**src/rtl/tt_div_pkg.sv**
```systemverilog
// Shared definitions for the 8-bit by 4-bit restoring divider.
// Holds the FSM state encoding, iteration count, internal partial remainder
// width and the quotient value reported on divide-by-zero.
package tt_div_pkg;

  typedef enum logic [1:0] {
    IDLE = 2'd0,
    RUN  = 2'd1,
    DONE = 2'd2
  } state_t;

  // One restoring step per dividend bit.
  localparam logic [3:0] ITER = 4'd8;

  // Partial remainder carries one extra bit so (R << 1 | bit) >= D never overflows.
  localparam int unsigned REM_W = 5;

  // Quotient reported when the divisor is zero.
  localparam logic [7:0] DZ_QUOT = 8'hFF;

endpackage : tt_div_pkg

```
**src/rtl/div_step.sv**
```systemverilog
// Single combinational restoring-division step.
// Ports:
//   rem_i  partial remainder entering the step (always < D, so MSB is 0)
//   bit_i  next dividend bit, MSB-first
//   d_i    divisor
//   rem_o  partial remainder after the conditional subtract
//   q_o    quotient bit produced by this step
module div_step
  import tt_div_pkg::*;
(
  input  logic [REM_W-1:0] rem_i,
  input  logic             bit_i,
  input  logic [3:0]       d_i,
  output logic [REM_W-1:0] rem_o,
  output logic             q_o
);

  logic [REM_W-1:0] shifted_s;
  logic [REM_W-1:0] diff_s;
  logic             unused_rem_msb_s;

  // Incoming remainder is below D (<= 14), so its MSB never carries into the shift.
  assign shifted_s        = {rem_i[REM_W-2:0], bit_i};
  assign diff_s           = shifted_s - {1'b0, d_i};
  assign q_o              = (shifted_s >= {1'b0, d_i});
  assign rem_o            = q_o ? diff_s : shifted_s;
  assign unused_rem_msb_s = rem_i[REM_W-1];

endmodule : div_step

```
**src/rtl/tt_um_div.sv**
```systemverilog
// 8-bit / 4-bit sequential restoring divider (8 cycles per operation).
// Ports:
//   clk      rising-edge clock
//   rst_n    asynchronous active-low reset
//   ena      powered indicator (unused)
//   ui_in    dividend N
//   uio_in   [3:0] divisor D, [4] start (edge detected), [5] sel, [7:6] unused
//   uo_out   quotient (sel=0) or zero-extended remainder (sel=1)
//   uio_out  [7] busy, [6] done, [5] divide-by-zero, [4:0] zero
//   uio_oe   fixed output enables for uio_out[7:5]
module tt_um_div
  import tt_div_pkg::*;
(
  input  logic       clk,
  input  logic       rst_n,
  input  logic       ena,
  input  logic [7:0] ui_in,
  input  logic [7:0] uio_in,
  output logic [7:0] uo_out,
  output logic [7:0] uio_out,
  output logic [7:0] uio_oe
);

  state_t           state_q, state_d;
  logic             start_q;
  logic [7:0]       n_q, n_d;        // dividend bits still to consume; quotient bits shift in at LSB
  logic [3:0]       d_q, d_d;
  logic [REM_W-1:0] rem_q, rem_d;
  logic [3:0]       cnt_q, cnt_d;
  logic [7:0]       q_res_q, q_res_d;
  logic [7:0]       r_res_q, r_res_d;
  logic             busy_q, busy_d;
  logic             done_q, done_d;
  logic             dz_q, dz_d;

  logic             start_evt_s;
  logic [REM_W-1:0] step_rem_s;
  logic             step_q_s;
  logic             unused_ok_s;

  assign start_evt_s = uio_in[4] & ~start_q;
  assign unused_ok_s = &{1'b0, ena, uio_in[7:6]};

  div_step u_step (
    .rem_i (rem_q),
    .bit_i (n_q[7]),
    .d_i   (d_q),
    .rem_o (step_rem_s),
    .q_o   (step_q_s)
  );

  // Next-state and datapath control for the IDLE/RUN/DONE sequencer.
  always_comb begin
    state_d = state_q;
    n_d     = n_q;
    d_d     = d_q;
    rem_d   = rem_q;
    cnt_d   = cnt_q;
    q_res_d = q_res_q;
    r_res_d = r_res_q;
    busy_d  = busy_q;
    done_d  = done_q;
    dz_d    = dz_q;
    case (state_q)
      IDLE, DONE: begin
        if (start_evt_s) begin
          n_d     = ui_in;
          d_d     = uio_in[3:0];
          rem_d   = {REM_W{1'b0}};
          cnt_d   = 4'd0;
          busy_d  = 1'b1;
          done_d  = 1'b0;
          dz_d    = 1'b0;
          state_d = RUN;
        end else begin
          state_d = state_q;
        end
      end
      RUN: begin
        if (d_q == 4'd0) begin
          // n_q is still untouched on the first RUN edge, so it is the original N.
          q_res_d = DZ_QUOT;
          r_res_d = n_q;
          dz_d    = 1'b1;
          done_d  = 1'b1;
          busy_d  = 1'b0;
          state_d = DONE;
        end else begin
          rem_d = step_rem_s;
          n_d   = {n_q[6:0], step_q_s};
          cnt_d = cnt_q + 4'd1;
          if (cnt_q == (ITER - 4'd1)) begin
            q_res_d = {n_q[6:0], step_q_s};
            r_res_d = {{(8 - REM_W){1'b0}}, step_rem_s};
            busy_d  = 1'b0;
            done_d  = 1'b1;
            state_d = DONE;
          end else begin
            state_d = RUN;
          end
        end
      end
      default: begin
        state_d = IDLE;
        busy_d  = 1'b0;
      end
    endcase
  end

  // State, operand, result and start-edge registers.
  always_ff @(posedge clk or negedge rst_n) begin
    if (!rst_n) begin
      state_q <= IDLE;
      start_q <= 1'b0;
      n_q     <= 8'd0;
      d_q     <= 4'd0;
      rem_q   <= {REM_W{1'b0}};
      cnt_q   <= 4'd0;
      q_res_q <= 8'd0;
      r_res_q <= 8'd0;
      busy_q  <= 1'b0;
      done_q  <= 1'b0;
      dz_q    <= 1'b0;
    end else begin
      state_q <= state_d;
      start_q <= uio_in[4];
      n_q     <= n_d;
      d_q     <= d_d;
      rem_q   <= rem_d;
      cnt_q   <= cnt_d;
      q_res_q <= q_res_d;
      r_res_q <= r_res_d;
      busy_q  <= busy_d;
      done_q  <= done_d;
      dz_q    <= dz_d;
    end
  end

  assign uo_out  = uio_in[5] ? r_res_q : q_res_q;
  assign uio_out = {busy_q, done_q, dz_q, 5'b0_0000};
  assign uio_oe  = 8'b1110_0000;

endmodule : tt_um_div

```
**config.mk**
```make
export PLATFORM = sky130hd
export DESIGN_NAME = tt_um_div
export DESIGN_NICKNAME = d
export VERILOG_FILES = /design/src/rtl/tt_div_pkg.sv /design/src/rtl/div_step.sv /design/src/rtl/tt_um_div.sv
export SDC_FILE = /design/constraint.sdc
export NUM_CORES = 1
export LEC_CHECK = 0
export BUFFER_PORTS_ARGS = -buffer_cell sky130_fd_sc_hd__buf_2
export CAP_MARGIN = 20
export CORE_UTILIZATION = 54
export DETAILED_ROUTE_END_ITERATION = 7
export GPL_ROUTABILITY_DRIVEN = 0
export PLACE_DENSITY = 0.83
export SLEW_MARGIN = 25
export SYNTH_ARGS = -nofsm -noshare
export SYNTH_HDL_FRONTEND = slang
export SYNTH_SLANG_ARGS = --single-unit
```
**constraint.sdc**
```tcl
create_clock -name clk -period 2.65 [get_ports clk]
set_input_delay 0.53 -clock clk [delete_from_list [all_inputs] [get_ports clk]]
set_output_delay 0.53 -clock clk [all_outputs]
set_load 0.02 [all_outputs]
```
==> impl_summary.log <==
INFO  metric synthMostInstantiatedCell = dfrtp_1
INFO  metric power_frac_comb = about 48%
INFO  metric hold_path_depth = 1
INFO  metric number_of_buffer_cells_added_on_primary_ports = 26
INFO  metric ant_diodes = 0
INFO  metric worst-r2r-cell-count = 7
INFO  metric design.die.area = 4250 sq um
INFO  metric total_switching_power = 1.34 mW
INFO  metric initial_antenna_violation_count = 0
INFO  metric seq_area_frac_synth = 48.7%
INFO  metric skew = around 10 ps
INFO  metric yosys_most_used_dff = dfrtp_1
INFO  metric critical_path_class = reg -> reg
INFO  metric boundaryPins = 43
INFO  metric synth.avg_cell_area = 10.3 sq um
INFO  metric fin_nets = 258
INFO  metric drt.antenna.violating_nets = 0
INFO  metric worst_hold_path_type = in -> reg
INFO  metric critical_path_arrival = 2420 ps
INFO  metric timing.critical_path.max_delay_family = compound AO/OA/AOI/OAI gates
INFO  metric die_height = 65.2 um
INFO  metric count_of_clock_tree_sinks = 42
INFO  metric worst_hold_path.endpoint = start_q
INFO  metric wl_per_cell = roughly 16 um
INFO  metric tightest_slew = 921 ps
INFO  metric initial_utilization = 57.7%
INFO  metric clock_power_share = 16.1%
INFO  metric synth.top_cells.by_area = dfrtp_1, buf_4, nand2_1
INFO  metric ys_seq_elements = 42
INFO  metric clock-root-buffer = clkbuf_8
INFO  metric setup_total_neg_slack = 0 ps
INFO  metric nFillCells = 330
INFO  metric synth.yosys.warnings = 0
INFO  metric final.min_clock_period = 2210 ps
INFO  metric irDropWorstVdd = ~0.00065 V
INFO  metric detail_route.drc_violations = 0
INFO  metric static_leak = around 1.1 nW
INFO  metric worst_setup_sp_type = flip-flop
INFO  metric worst_reg2reg_startpoint = d_q[2]
INFO  metric cpMaxStageDelayCell = mux2_2
INFO  metric synthesis.instances = 210
INFO  metric clock_tree_from_tritoncts = yes
INFO  metric post_cts_resize_count = 0
INFO  metric seqCellArea = approximately 1100 sq um
INFO  metric critical_path.reg2reg.endpoint = r_res_q[0]
INFO  metric post-cts-setup-buffers = 0
INFO  metric areaGrowthSynthToFinish = 8.81%
INFO  metric drt_first_iter_violations = 83
INFO  metric cp_slowest_stage_delay = between 400 and 500 ps
INFO  metric vias_per_cell = 5.65
INFO  metric cts.hold.buffers_added = 0
INFO  metric grt_max_degree = 43
INFO  metric final.period_utilization = 83.5%
INFO  metric swShare = 43.1%
INFO  metric cts.htree.levels = 2
INFO  metric buffers_from_clock_root_to_sink_at_most = 2
INFO  metric fmaxAchievable = 452 MHz
INFO  metric worst-endpoint-required = between 2000 and 3000 ps
INFO  metric cts-buffers-inserted = 5
INFO  metric drive_gt1_share = a little under a quarter
INFO  metric wirelength = 4380 um
INFO  metric p_seq_share = between 30% and 40%
INFO  metric yosysUniqueCellTypes = 39
INFO  metric normalized_max_slew_margin = 38.6%
INFO  metric timing.final.hold_violations = 0
INFO  metric cellInternalPower = between 1.5 and 2 mW
INFO  metric grt_util_all_layers = about 23%
INFO  metric setup.worst_path.end_class = flip-flop
INFO  metric hold_start = uio_in[4]
INFO  metric crit_chain = inv_1, ha_1, o21ai_0, a21oi_1, nor2_1, mux2_2, o21ai_0
INFO  metric dr_total_vias = 1593
INFO  metric hpwlAfterDp = ~3000 um
INFO  metric minimum_hold_slack = 344 ps
INFO  metric synth_edf_count = 0
INFO  metric globalRouteOverflowTotal = 0
INFO  metric cts.clk_slew.worst_paths = 80 ps
INFO  metric clock_latency = 300 ps
INFO  metric core_area = 3740 sq um
INFO  metric maxCapViolations = 0
INFO  metric grt_setup_unrepaired = false
INFO  metric pwr_density_cell = 1320 nW/um^2
INFO  metric detailedRoute.firstPassIterationCount = 7
INFO  metric async_flop_share = 100%
INFO  metric core.rowCount = 22
INFO  metric grt_first_pass_wirelength = 7050 um
INFO  metric rrSetupSlack = 440 ps
INFO  metric die-width = 65.2 um
INFO  metric worstPathMaxFanout = 5
INFO  metric netlist.area_leader.share = 48.7%
INFO  metric crit_path_frequent_cell = o21ai_0
INFO  metric setup-violations-final = 0
INFO  metric post_synth_instance_area = roughly 2200 sq um
INFO  metric multi_input_area = between 900 and 1000 sq um
INFO  metric post-synth-top-area-cell = dfrtp_1
INFO  metric status = finished clean
INFO  metric synth_commonest_cells = dfrtp_1, nand2_1, o21ai_0
INFO  metric drv_slew = 0
INFO  metric first_global_vias = ~1500
INFO  metric buf_inv_stages_crit_path = 1
stage by stage:
stage	instances	setup slack, ps	power [mW]	instance area (sq um)	util, %
2_1_floorplan	221	762	2.28	2200	-
3_3_place_gp	274	633	2.52	2240	59.8
3_5_place_dp	274	575	2.57	2240	59.8
4_1_cts	282	488	3.09	2350	62.7
5_1_grt	282	297	3.34	2350	62.7
6_report	282	436	3.10	2350	62.7
power by group through the flow:
stage	Sequential, mW	Clock, mW	Combinational (mW)
global placement	1.12	0	1.40
finish	1.12	0.497	1.47
floorplan	1.07	0	1.21
CTS	1.12	0.500	1.46
global route	1.16	0.533	1.64
detailed placement	1.13	0	1.44
per-layer routing:
metal	vias to the layer above	GRT usage, %	part of all wire [%]
met5	-	0	0
met3	12	6.77	6.2
met4	0	10.1	2.1
met1	772	29.3	44
li1	757	-	-
met2	52	35.3	48
worst reg2reg max path: stages (launching register included):
cell	delay (ps)
dfrtp_1	370
inv_1	70
ha_1	370
o21ai_0	250
a21oi_1	110
nor2_1	340
mux2_2	410
o21ai_0	190
flip-flops by register name, summed over array words and instances (netlist names):
signal   cells
n_q          8
q_res_q      8
r_res_q      8
cnt_q        4
d_q          4
rem_q        4
state_q      2
busy_q       1
done_q       1
dz_q         1
start_q      1
final cells by class:
| cell class | count | area share, % |
|---|---|---|
| Clock buffer | 5 | 2.93 |
| Clock inverter | 3 | 1.70 |
| Inverter | 6 | 0.959 |
| Multi-Input combinational cell | 151 | 41.2 |
| Sequential cell | 42 | 44.8 |
| Tap cell | 48 | 2.56 |
| Timing Repair Buffer | 27 | 5.86 |
placed cells by master, fill, tap and decap left out, types with 2 or more instances in the layout:
cell       n
dfrtp_1   42
nand2_1   33
buf_2     26
o21ai_0   19
conb_1    13
a22oi_1   10
mux2_2     9
nor2_1     9
inv_1      6
nand3_1    6
ha_1       5
clkbuf_8   5
nand2b_1   4
a21oi_1    4
mux2i_1    4
o22a_1     4
a21o_1     3
nand3b_1   2
nor2_8     2
nand4_1    2
nor3_1     2
xor2_1     2
nor2_2     2
a221o_1    2
clkinv_2   2
kinds of logic after synthesis:
kind of cell             after synthesis  synth area share, %
AO/OA/AOI/OAI                         47                 14.5
XOR/XNOR                               3                 1.22
adder cells (fa/ha/maj)                6                 3.83
buffers and inverters                 28                 8.35
flip-flops                            42                 48.7
multiplexers                          13                 6.55
other                                  2                0.348
AND/OR/NAND/NOR                       69                 16.5
how the worst max path moves through the flow:
stage / startpoint / endpoint / slack (ps) / cells after the start
6_report: d_q[2] / r_res_q[0] / 440 / 7
5_1_grt: d_q[2] / r_res_q[0] / 300 / 7
4_1_cts: d_q[2] / r_res_q[0] / 490 / 7
3_5_place_dp: n_q[7] / r_res_q[4] / 580 / 9
3_3_place_gp: n_q[7] / r_res_q[4] / 630 / 9
2_1_floorplan: n_q[7] / r_res_q[4] / 760 / 9
Note: power is estimated with default switching activity, not from simulation.
